## config.mk

```make
export PLATFORM = sky130hd
export DESIGN_NAME = wb_controller
export DESIGN_NICKNAME = d
export VERILOG_FILES = /design/src/rtl/wb_controller.sv
export SDC_FILE = /design/constraint.sdc
export NUM_CORES = 1
export LEC_CHECK = 0
export CAP_MARGIN = 0
export CELL_PAD_IN_SITES_DETAIL_PLACEMENT = 0
export CELL_PAD_IN_SITES_GLOBAL_PLACEMENT = 1
export CORE_MARGIN = 2
export CORE_UTILIZATION = 37
export CTS_CLUSTER_SIZE = 40
export DETAILED_ROUTE_END_ITERATION = 16
export MAX_ROUTING_LAYER = met4
export PLACE_DENSITY = 0.84
export SYNTH_ARGS = -nofsm -noshare
export SYNTH_HDL_FRONTEND = slang
export SYNTH_SLANG_ARGS = --single-unit
```

## constraint.sdc

```tcl
create_clock -name clk -period 4.95 [get_ports clk]
set_input_delay 0.99 -clock clk [delete_from_list [all_inputs] [get_ports clk]]
set_output_delay 0.99 -clock clk [all_outputs]
set_load 0.05 [all_outputs]
```

## src/rtl/wb_controller.sv

```systemverilog
// Writeback controller: selects the result source, gates register writes and
// stalls the front end while a load waits for MemAck, with a bounded timeout.
module wb_controller #(
    parameter int unsigned TIMEOUT_CYCLES = 16
) (
    input  logic       clk,
    input  logic       reset_n,
    input  logic       InstrValid,
    input  logic [2:0] ResultSrcDec,
    input  logic       RegWriteDec,
    input  logic [4:0] RdDec,
    input  logic       MemAck,
    output logic [2:0] ResultSrc,
    output logic       RegWrite,
    output logic [4:0] RegWriteAddr,
    output logic       Stall,
    output logic       MemReq,
    output logic       LoadTimeout,
    output logic       IllegalSrc,
    output logic       fsm_state
);

    typedef enum logic {
        IDLE = 1'b0,
        WAIT = 1'b1
    } state_t;

    localparam logic [2:0] SRC_ALU = 3'b000;
    localparam logic [2:0] SRC_MEM = 3'b001;
    localparam logic [2:0] SRC_MAX = 3'b100;
    localparam logic [7:0] LAST    = 8'(TIMEOUT_CYCLES - 1);

    state_t     state, state_next;
    logic [7:0] count, count_next;
    logic [4:0] rd_q, rd_next;
    logic       timeout_set;
    logic       illegal_set;

    assign fsm_state = state;

    always_ff @(posedge clk) begin
        if (!reset_n) begin
            state       <= IDLE;
            count       <= 8'd0;
            rd_q        <= 5'd0;
            LoadTimeout <= 1'b0;
            IllegalSrc  <= 1'b0;
        end else begin
            state <= state_next;
            count <= count_next;
            rd_q  <= rd_next;
            if (timeout_set) LoadTimeout <= 1'b1;
            if (illegal_set) IllegalSrc  <= 1'b1;
        end
    end

    always_comb begin
        state_next   = state;
        count_next   = count;
        rd_next      = rd_q;
        ResultSrc    = SRC_ALU;
        RegWrite     = 1'b0;
        RegWriteAddr = RdDec;
        Stall        = 1'b0;
        MemReq       = 1'b0;
        timeout_set  = 1'b0;
        illegal_set  = 1'b0;

        case (state)
            IDLE: begin
                if (InstrValid) begin
                    if (ResultSrcDec == SRC_MEM) begin
                        // A mem-source op without a write is treated as a plain non-load.
                        ResultSrc = SRC_MEM;
                        if (RegWriteDec) begin
                            Stall      = 1'b1;
                            rd_next    = RdDec;
                            count_next = 8'd0;
                            state_next = WAIT;
                        end
                    end else if (ResultSrcDec > SRC_MAX) begin
                        illegal_set = 1'b1;
                    end else begin
                        ResultSrc = ResultSrcDec;
                        RegWrite  = RegWriteDec && (RdDec != 5'd0);
                    end
                end
            end
            WAIT: begin
                MemReq       = 1'b1;
                ResultSrc    = SRC_MEM;
                RegWriteAddr = rd_q;
                // Ack wins over timeout on the final permitted cycle.
                if (MemAck) begin
                    RegWrite   = (rd_q != 5'd0);
                    state_next = IDLE;
                end else if (count == LAST) begin
                    timeout_set = 1'b1;
                    state_next  = IDLE;
                end else begin
                    Stall      = 1'b1;
                    count_next = count + 8'd1;
                end
            end
            default: state_next = IDLE;
        endcase

        if (!reset_n) begin
            ResultSrc = SRC_ALU;
            RegWrite  = 1'b0;
            Stall     = 1'b0;
            MemReq    = 1'b0;
        end
    end

endmodule

```

==> flow_metrics.tcl, run 1 <==
set metrics [dict create \
    layout.filler_cells 234 \
    route.top_layer_used "met4" \
    seq_power_share_pct 48.6 \
    drtIter0Drc 23 \
    postLayoutCoreUtil_pct 51.01 \
    max_slew.worst_pin.slew_ns 0.5717 \
    cts_resized 0 \
    rsz_0062_raised_after_global_routing "no" \
    post_route_cells_drive_above_1_share_pct 14.29 \
    drt_pass1_iterations 4 \
    clock_power_share_pct 32.8 \
    grt_first_pass_wirelength_microns 3360 \
    max_slew_margin_pct 61.84 \
    synth_flop_cell "sky130_fd_sc_hd__dfxtp_1" \
    ant_nets 0 \
    gp_congestion 0.7051 \
    critPathSlowestCell "sky130_fd_sc_hd__clkdlybuf4s50_1" \
    clock_tree.buffer_depth 2 \
    fin_nets 148 \
    synth_instances 108 \
    power.density_nw_per_um2 213.4 \
    timing.setup.tns_ns 0 \
    min_path_type "flop to flop" \
    crit_path_end_kind "output pin" \
    tritoncts_num_sinks 16 \
    max-vdd-ir-drop_v 0.0002120 \
    floorplan.die.width_microns 55.20 \
    p_sw_share_pct 26.82 \
    io-pin-count 27 \
    maximum_number_of_pins_on_one_net_before_global_route_repair 16 \
    postSynthRegisterBits 16 \
    syn_area_per_cell_sq_um 8.979 \
    critPathMaxFanout 8 \
    route.vias.total 854 \
    netlist_area_sq_um 969.7 \
    hold_viol_final 0 \
    cts_tree "done" \
    path_common_cell "sky130_fd_sc_hd__clkdlybuf4s50_1" \
    floorplan.rows 18 \
    cap_viol_max_count 0 \
    crit_path_cell_trace "clkdlybuf4s50_1 > nor2b_2 > nand4b_4 > o21ai_4 > and2_1 > clkdlybuf4s50_1" \
    wire_per_inst_microns 13.06 \
    floorplan.initialDensity_pct 39.14 \
    synth-warning-count 0 \
    ctsRootBufferMaster "sky130_fd_sc_hd__clkbuf_4" \
    power_leakage_nw 0.4862 \
    antenna_cells_inserted 0 \
    h-tree-depth 1 \
    post_cts_buffers 0 \
    dr_wl_met2_microns 959 \
    combinational_power_share_pct 18.5 \
    p_int_mw 0.1973 \
    place_hpwl_microns 1588 \
    p_switching_mw 0.07233 \
    drc 0 \
    design.core.area_sq_um 2477 \
    status "finished, final reports clean" \
    critPathLaunchType "input pin" \
    met3_length_microns 124 \
    cts_hold_repair.buffers 0 \
    vias_per_cell 5.239 \
    grt.total_usage_pct 16.37 \
    critPathKind "input pin to output pin" \
    worst_skew_pair.late_latency_ns 0.29 \
    achievable_clock_frequency_mhz 241.6 \
    cpPeakStageDelay_ns 0.81 \
    finClkSkew_ns 0.0004560 \
    layout_worst_path_cycle_share_pct 83.60 \
    cts_made_buffers 3 \
    areaGrowthSynthToFinish_pct 30.32 \
    worst_ep_arrival_time_ns 3.15 \
    port-buffer-count 26 \
    grt_antenna_before_repair 0 \
    die-height_microns 55.20 \
    setup_violations 0 \
    asyncSetResetFlopFracSynth_pct 0 \
    fin_hold_ws_ns 0.4750 \
    finalWorstPathRequiredPeriod_ns 4.138 \
    synth_enable_flop_cells 0 \
    synth_nets 122 \
    slew_viol_final 0 \
    fp.dieArea_sq_um 3046 \
    portion_of_the_post_synthesis_area_used_by_sequential_elements_pct 33.03 \
    netlist-cell-type-count 44 \
    drt_wirelength_microns 2128 \
    cts.reportedPaths.clkPinSlew_ns 0.09 \
    routedLengthMet1_microns 1029 \
    remaining_global_route_overflow 0 \
    worst_ep_required_time_ns 3.96 \
    report.power.total_mw 0.2697 \
    number_of_global_route_vias_before_repair 758 \
]
[cell usage in the layout (no fill, tap or decap), drive strengths merged]
cell type	synthesis	layout
o211a	1	1
a31oi	2	2
clkdlybuf4s50	0	26
clkbuf	3	4
a21oi	5	5
nand4	3	3
nand4b	2	2
dfxtp	16	16
nor3	2	2
o2111ai	1	1
a21boi	1	1
nand2	11	11
nand3b	1	1
nor2	7	7
nor2b	7	7
and3	1	1
o22ai	2	2
nor4b	1	1
and2b	1	1
inv	2	2
o21a	2	2
mux2	5	5
nand3	4	4
o21ai	7	7
buf	2	1
mux2i	6	6
ha	1	1
o211ai	2	2
nand2b	2	2
or4	3	3
and2	1	1
nor4	3	3
[routing by layer]
layer | GRT usage [%] | up-vias
met5 | - | -
met4 | 4.878 | 0
met3 | 5.914 | 2
met2 | 24.40 | 23
met1 | 20.72 | 382
li1 | - | 447
[layout make-up]
type	instances	area, sq um	area share [%]
Timing Repair Buffer	27	267.8	21.19
Multi-Input combinational cell	84	594.3	47.03
Clock buffer	4	36.28	2.871
Tap cell	30	37.54	2.970
Sequential cell	16	320.3	25.35
Inverter	2	7.507	0.5941
[critical path, delay by kind of cell]
family                 cells  cell delay (ns)
AOI/OAI and AO/OA          1             0.18
buffers and inverters      2             1.28
and+or+nand+nor            3             0.69
[power groups by stage]
stage / Combinational [mW] / Sequential, mW / Clock (mW)
6_report: 0.0500 / 0.131 / 0.0885
5_1_grt: 0.0530 / 0.131 / 0.0971
4_1_cts: 0.0503 / 0.131 / 0.0924
3_5_place_dp: 0.0501 / 0.134 / 0
3_3_place_gp: 0.0497 / 0.134 / 0
2_1_floorplan: 0.0263 / 0.136 / 0
[synthesized netlist by cell type (3+ instances only)]
cell,count,area [sq um]
sky130_fd_sc_hd__nand2_1,11,41.29
sky130_fd_sc_hd__mux2i_1,6,60.06
sky130_fd_sc_hd__a21oi_1,4,20.02
sky130_fd_sc_hd__nand3_1,4,20.02
sky130_fd_sc_hd__o21ai_0,4,20.02
sky130_fd_sc_hd__nand4_1,3,18.77
sky130_fd_sc_hd__dfxtp_1,16,320.3
sky130_fd_sc_hd__mux2_2,5,56.30
sky130_fd_sc_hd__nor2b_1,6,37.54
sky130_fd_sc_hd__nor4_1,3,18.77
sky130_fd_sc_hd__nor2_1,6,22.52
[kinds of logic (layout without fill, tap and decap cells)]
group                    count (synthesis)  after routing  synth area share [%]
flip-flops                              16             16                 33.03
adder cells (fa/ha/maj)                  1              1                 1.290
multiplexers                            11             11                 12.00
AO/OA/AOI/OAI                           23             23                 17.29
buffers and inverters                    8             33                 5.676
AND/OR/NAND/NOR                         49             49                 30.71
[sequential cells by signal (all words and copies together) (netlist names)]
register,flops
IllegalSrc,1
LoadTimeout,1
count,8
fsm_state,1
rd_q,5
[stage by stage]
step | cell area, sq um | setup WS (ns) | instances
after global routing | 1264 | 0.6917 | 163
after global placement | 1227 | 0.8666 | 159
final | 1264 | 0.8117 | 163
after CTS | 1264 | 0.7765 | 163
after detailed placement | 1227 | 0.8225 | 159
after floorplan | 969.7 | 1.038 | 108
[worst paths after layout]
| path | from | endpoint | slack, ns | depth (start not counted) |
|---|---|---|---|---|
| worst min-delay path | count[1] | count[1] | 0.48 | 2 |
| worst max register to register | fsm_state | count[7] | 3.29 | 4 |
| worst max-delay path | InstrValid | Stall | 0.81 | 6 |
| worst min register to register | count[1] | count[1] | 0.48 | 2 |
No activity file was read; power rests on OpenSTA's default activity.
==> run 2: changes to the inputs <==
CORE_UTILIZATION = 31   (was 37)
PLACE_DENSITY = 0.75   (was 0.84)
clock period = 3.55 ns   (was 4.95 ns; I/O delays follow)
==> run 2 against run 1 <==
Sequential share of layout area shrank 0.25 points. Largest power group unchanged. Final area increased by 0.99%. Worst setup slack got worse by 0.24 ns. Count of clock-buffer cells in the layout fell by 1. Non-clock buffer count did not move. Global-route usage shrank 2.8 points. Critical endpoint is now ResultSrc[2]. Highest routed layer unchanged. Critical path depth down 1. Hold slack about the same. Sequential power rose by 40%. Combinational power grew 43%. Via count rose by 1.9%. Final cell count grew 1.2%.
==> flow_metrics.tcl, run 2 (synthesis gave the netlist of run 1 again) <==
set metrics [dict create \
    layout_worst_path_cycle_share_pct 83.87 \
    tritoncts_num_sinks 16 \
    route.vias.total 870 \
    cts_resized 0 \
    critPathSlowestCell "sky130_fd_sc_hd__nor4b_1" \
    drt_wirelength_microns 2123 \
    grt_antenna_before_repair 0 \
    die-height_microns 59.93 \
    port-buffer-count 26 \
    h-tree-depth 1 \
    remaining_global_route_overflow 0 \
    timing.setup.tns_ns 0 \
    layout.cell_area.non_filler_sq_um 1276 \
    finClkSkew_ns 0.002088 \
    gp_congestion 0.7474 \
    drc 0 \
    max_slew_margin_pct 61.37 \
    vias_per_cell 5.273 \
    min_path_type "flop to flop" \
    crit_path_cell_trace "clkdlybuf4s50_1 > nor2b_2 > nand2_1 > nor4b_1 > buf_12" \
    cts_tree "done" \
    cap_viol_max_count 0 \
    max_slew.worst_pin.slew_ns 0.5715 \
    clock_tree.buffer_depth 2 \
    worst_path_dominant_cell_family "simple AND/OR/NAND/NOR gates" \
    drtIter0Drc 35 \
    antenna_cells_inserted 0 \
    cpPeakStageDelay_ns 0.52 \
    wire_per_inst_microns 12.87 \
    worst_ep_arrival_time_ns 2.27 \
    grt_first_pass_wirelength_microns 3594 \
    power.density_nw_per_um2 273.7 \
    areaGrowthSynthToFinish_pct 31.61 \
    number_of_buffer_and_inverter_instances_along_the_worst_setup_path 2 \
    post_route_cells_drive_above_1_share_pct 18.18 \
    postPlaceCellArea_sq_um 1254 \
    status "finished, final reports clean" \
    power_leakage_nw 0.4993 \
    cts_made_buffers 3 \
    reg_with_most_ffs "count" \
    critPathKind "input pin to output pin" \
    largest_registers "count x8, rd_q x5" \
    post-place-ws_ns 0.5831 \
    slew_viol_final 0 \
    most_used_cells_in_the_layout_excluding_fill_and_tap_cells "sky130_fd_sc_hd__clkdlybuf4s50_1, sky130_fd_sc_hd__dfxtp_1, sky130_fd_sc_hd__nand2_1" \
    crit_path_end_kind "output pin" \
    worst_ep_required_time_ns 2.84 \
    layout_commonest_cell "sky130_fd_sc_hd__clkdlybuf4s50_1" \
    post_cts_buffers 0 \
    design.core.area_sq_um 3003 \
    finalWorstPathRequiredPeriod_ns 2.978 \
    cts.reportedPaths.clkPinSlew_ns 0.09 \
    max-vdd-ir-drop_v 0.0002270 \
    grt.total_usage_pct 13.61 \
    rsz_0062_raised_after_global_routing "no" \
    achievable_clock_frequency_mhz 335.8 \
    critPathLaunchType "input pin" \
    setup_slack_ns 0.5724 \
    floorplan.rows 20 \
    number_of_global_route_vias_before_repair 802 \
    drt_pass1_iterations 4 \
    critPathMaxFanout 4 \
    fin_nets 148 \
    cts_hold_repair.buffers 0 \
    maximum_number_of_pins_on_one_net_before_global_route_repair 16 \
    ctsRootBufferMaster "sky130_fd_sc_hd__clkbuf_4" \
    floorplan.die.width_microns 59.93 \
    fp.dieArea_sq_um 3592 \
    hold_viol_final 0 \
    setup_violations 0 \
    floorplan.initialDensity_pct 32.29 \
    largest_register_ff_count 8 \
    io-pin-count 27 \
    ant_nets 0 \
    worst_skew_pair.late_latency_ns 0.28 \
]
==> run 2: cell count changes in the layout (fill, tap and decap cells not counted) <==
cell                              change
sky130_fd_sc_hd__buf_12               +3
sky130_fd_sc_hd__buf_4                +3
sky130_fd_sc_hd__clkbuf_8             -1
sky130_fd_sc_hd__clkdlybuf4s50_1      -6
==> run 2: report_power, final <==
group / leakage [nW] / internal, mW / switching, mW
clock network: 0.0138 / 0.0394 / 0.0558
registers: 0.129 / 0.181 / 0.00179
logic: 0.356 / 0.0325 / 0.0388
total: 0.499 / 0.253 / 0.0963
==> run 2: final cells by class <==
type | instances | area [sq um]
repair buffers | 27 | 290.3
clock buffers | 3 | 22.52
flip-flops and latches | 16 | 320.3
inverters | 2 | 7.507
well taps | 33 | 41.29
multi-input cells | 84 | 594.3
fillers | 317 | 1727
==> run 2: worst register-to-register path, delay by kind of cell, from the launching register on <==
kind	cells	cell delay, ns
DFF	1	0.70
AOI/OAI and AO/OA	2	0.27
and+or+nand+nor	2	0.65
==> run 2: through the flow <==
step	utilization, %	total power, mW	instances	hold WS, ns
floorplan	-	0.2262	108	0.4453
global placement	41.75	0.2581	162	0.4529
detailed placement	41.75	0.2585	162	0.4568
CTS	42.50	0.3555	165	0.4817
global route	42.50	0.3695	165	0.5025
finish	42.50	0.3493	165	0.4753
==> run 2: path summary, 6_finish.rpt <==
path	startpoint	to	slack, ns	depth (start not counted)
worst max-delay path	InstrValid	ResultSrc[2]	0.57	5
worst min-delay path	LoadTimeout	LoadTimeout	0.48	1
worst max register to register	fsm_state	count[6]	1.87	4
worst min register to register	LoadTimeout	LoadTimeout	0.48	1
==> run 2: layer usage <==
metal	GRT usage (%)	wire length, microns	up-vias
met5	-	0	-
met4	2.857	10	0
met3	5.195	170	2
met2	19.25	953	31
met1	18.40	989	396
li1	-	-	441
==> run 3: changes to the inputs <==
CORE_UTILIZATION = 34   (was 31)
PLACE_DENSITY = 0.78   (was 0.75)
clock period = 2.8 ns   (was 3.55 ns; I/O delays follow)
==> run 3 against run 2 <==
Core utilization is 6.3 points higher. Hold slack worse by 0.0032 ns. Wire length is 11% higher. Worst setup slack worse by 0.33 ns. Highest routed layer unchanged. Total power is 28% higher. Critical path depth stayed put. Final area is 4.6% higher.
==> flow_metrics.tcl, run 3 (synthesis gave the netlist of run 1 again) <==
set metrics [dict create \
    status "finished, final reports clean" \
    crit_path_cell_trace "clkdlybuf4s50_1 > nor2b_2 > nand4_1 > o21ai_0 > buf_12" \
    busiest_layer "met2" \
    most_used_cells_in_the_layout_excluding_fill_and_tap_cells "sky130_fd_sc_hd__dfxtp_1, sky130_fd_sc_hd__clkdlybuf4s50_1, sky130_fd_sc_hd__nand2_1" \
    clock_power_share_pct 26.7 \
    drt_pass1_iterations 4 \
    seq_power_share_pct 51.9 \
    critPathMaxFanout 4 \
    reg2reg_setup_slack_ns 1.26 \
    finClkSkew_ns 0.003942 \
    gp_congestion 0.7622 \
    layout.cell_area.non_filler_sq_um 1335 \
    die-height_microns 57.41 \
    achievable_clock_frequency_mhz 390.7 \
    grt_first_pass_wirelength_microns 3898 \
    max_slew_margin_pct 66.14 \
    grt_util_met2_pct 22.40 \
    post_route_cells_drive_above_1_share_pct 25.00 \
    setup_slack_ns 0.2404 \
    worst_r2r_path_depth 4 \
    dp.cells 164 \
    layout_commonest_cell "sky130_fd_sc_hd__dfxtp_1" \
    cts_hold_repair.buffers 0 \
    drc 0 \
    floorplan.rows 19 \
    crit_path_end_kind "output pin" \
    global_route.usage.met1_pct 21.58 \
    layout.filler_cells 264 \
    number_of_global_route_vias_before_repair 815 \
    power_leakage_nw 0.5322 \
    final-instance-count-excl-fill 167 \
    p_switching_mw 0.1224 \
    postLayoutCoreUtil_pct 48.83 \
    remaining_global_route_overflow 0 \
    multi_input_comb_area_sq_um 600.6 \
    grt.total_usage_pct 15.62 \
    finalWorstPathRequiredPeriod_ns 2.560 \
    critPathSlowestCell "sky130_fd_sc_hd__clkdlybuf4s50_1" \
    p_int_mw 0.3233 \
    power.density_nw_per_um2 333.9 \
    setup_violations 0 \
    grt_antenna_before_repair 0 \
    cpPeakStageDelay_ns 0.48 \
    design.core.area_sq_um 2734 \
    floorplan.die.width_microns 57.41 \
    regArea_sq_um 320.3 \
    cts.reportedPaths.clkPinSlew_ns 0.09 \
    worst_skew_pair.late_latency_ns 0.28 \
    grt.met3_usage_pct 3.628 \
    timing.setup.tns_ns 0 \
    rsz_0062_raised_after_global_routing "no" \
    largest_register_ff_count 8 \
    worst_ep_required_time_ns 2.24 \
    cts_resized 0 \
    io-pin-count 27 \
    drt_wirelength_microns 2361 \
    tritoncts_num_sinks 16 \
    max-vdd-ir-drop_v 0.0002540 \
    drtIter0Drc 17 \
    critPathLaunchType "input pin" \
    place_hpwl_microns 1870 \
    fin_nets 152 \
    postPlaceCellArea_sq_um 1313 \
    clock_tree.buffer_depth 2 \
    floorplan.initialDensity_pct 35.47 \
    post-place-ws_ns 0.2377 \
    wire_per_inst_microns 14.14 \
    maximum_number_of_pins_on_one_net_before_global_route_repair 15 \
    worst_ep_arrival_time_ns 2.00 \
    h-tree-depth 1 \
    fp.dieArea_sq_um 3295 \
    ctsRootBufferMaster "sky130_fd_sc_hd__clkbuf_4" \
    ant_nets 0 \
    max_slew.worst_pin.slew_ns 0.5063 \
    cap_viol_max_count 0 \
    areaGrowthSynthToFinish_pct 37.68 \
    vias_per_cell 5.263 \
    slew_viol_final 0 \
    critPathKind "input pin to output pin" \
    combinational_power_share_pct 21.4 \
    post_cts_buffers 0 \
    route.vias.total 879 \
    hold-path-cell-count 2 \
    cts_made_buffers 3 \
    largest_registers "count x8, rd_q x5" \
    p_sw_share_pct 27.47 \
    cts_tree "done" \
    reg_with_most_ffs "count" \
    layout_worst_path_cycle_share_pct 91.41 \
    port-buffer-count 26 \
    min_path_type "flop to flop" \
    antenna_cells_inserted 0 \
    hold_viol_final 0 \
]
run 3: changes by cell type in the layout (fill, tap and decap cells not counted), sizes merged:
cell	before	now
buf	7	16
clkdlybuf4s50	20	15
run 3: layout make-up:
cell class	count	area share [%]
Tap cell	31	2.905
Timing Repair Buffer	31	25.87
Clock buffer	3	1.687
Inverter	2	0.5623
Multi-Input combinational cell	84	44.99
Sequential cell	16	23.99
run 3: path summary, 6_finish.rpt:
check	end	start
max	RegWrite	InstrValid
min	count[1]	count[1]
max reg2reg	fsm_state	count[4]
min reg2reg	count[1]	count[1]
run 3: power groups by stage:
stage          registers (mW)  clock network (mW)  logic [mW]
3_3_place_gp            0.237                   0      0.0948
4_1_cts                 0.231               0.126      0.0960
6_report                0.231               0.119      0.0955
5_1_grt                 0.232               0.140       0.100
3_5_place_dp            0.237                   0      0.0957
2_1_floorplan           0.240                   0      0.0468
run 3: through the flow:
stage / power (mW) / hold WS (ns)
after floorplan: 0.2871 / 0.4453
after global placement: 0.3314 / 0.4550
after detailed placement: 0.3323 / 0.4615
after CTS: 0.4529 / 0.4758
after global routing: 0.4726 / 0.4996
final: 0.4458 / 0.4721
run 3: worst max-delay path, delay by kind of cell:
kind | cells | cell delay, ns
buffers and inverters | 2 | 0.67
AND/OR/NAND/NOR | 2 | 0.43
AO/OA/AOI/OAI | 1 | 0.34
run 3: metal layers:
metal | routed length (microns) | vias up
met3 | 88 | 2
met2 | 1070 | 22
met4 | 31 | 0
li1 | - | 455
met1 | 1170 | 400
met5 | 0 | -
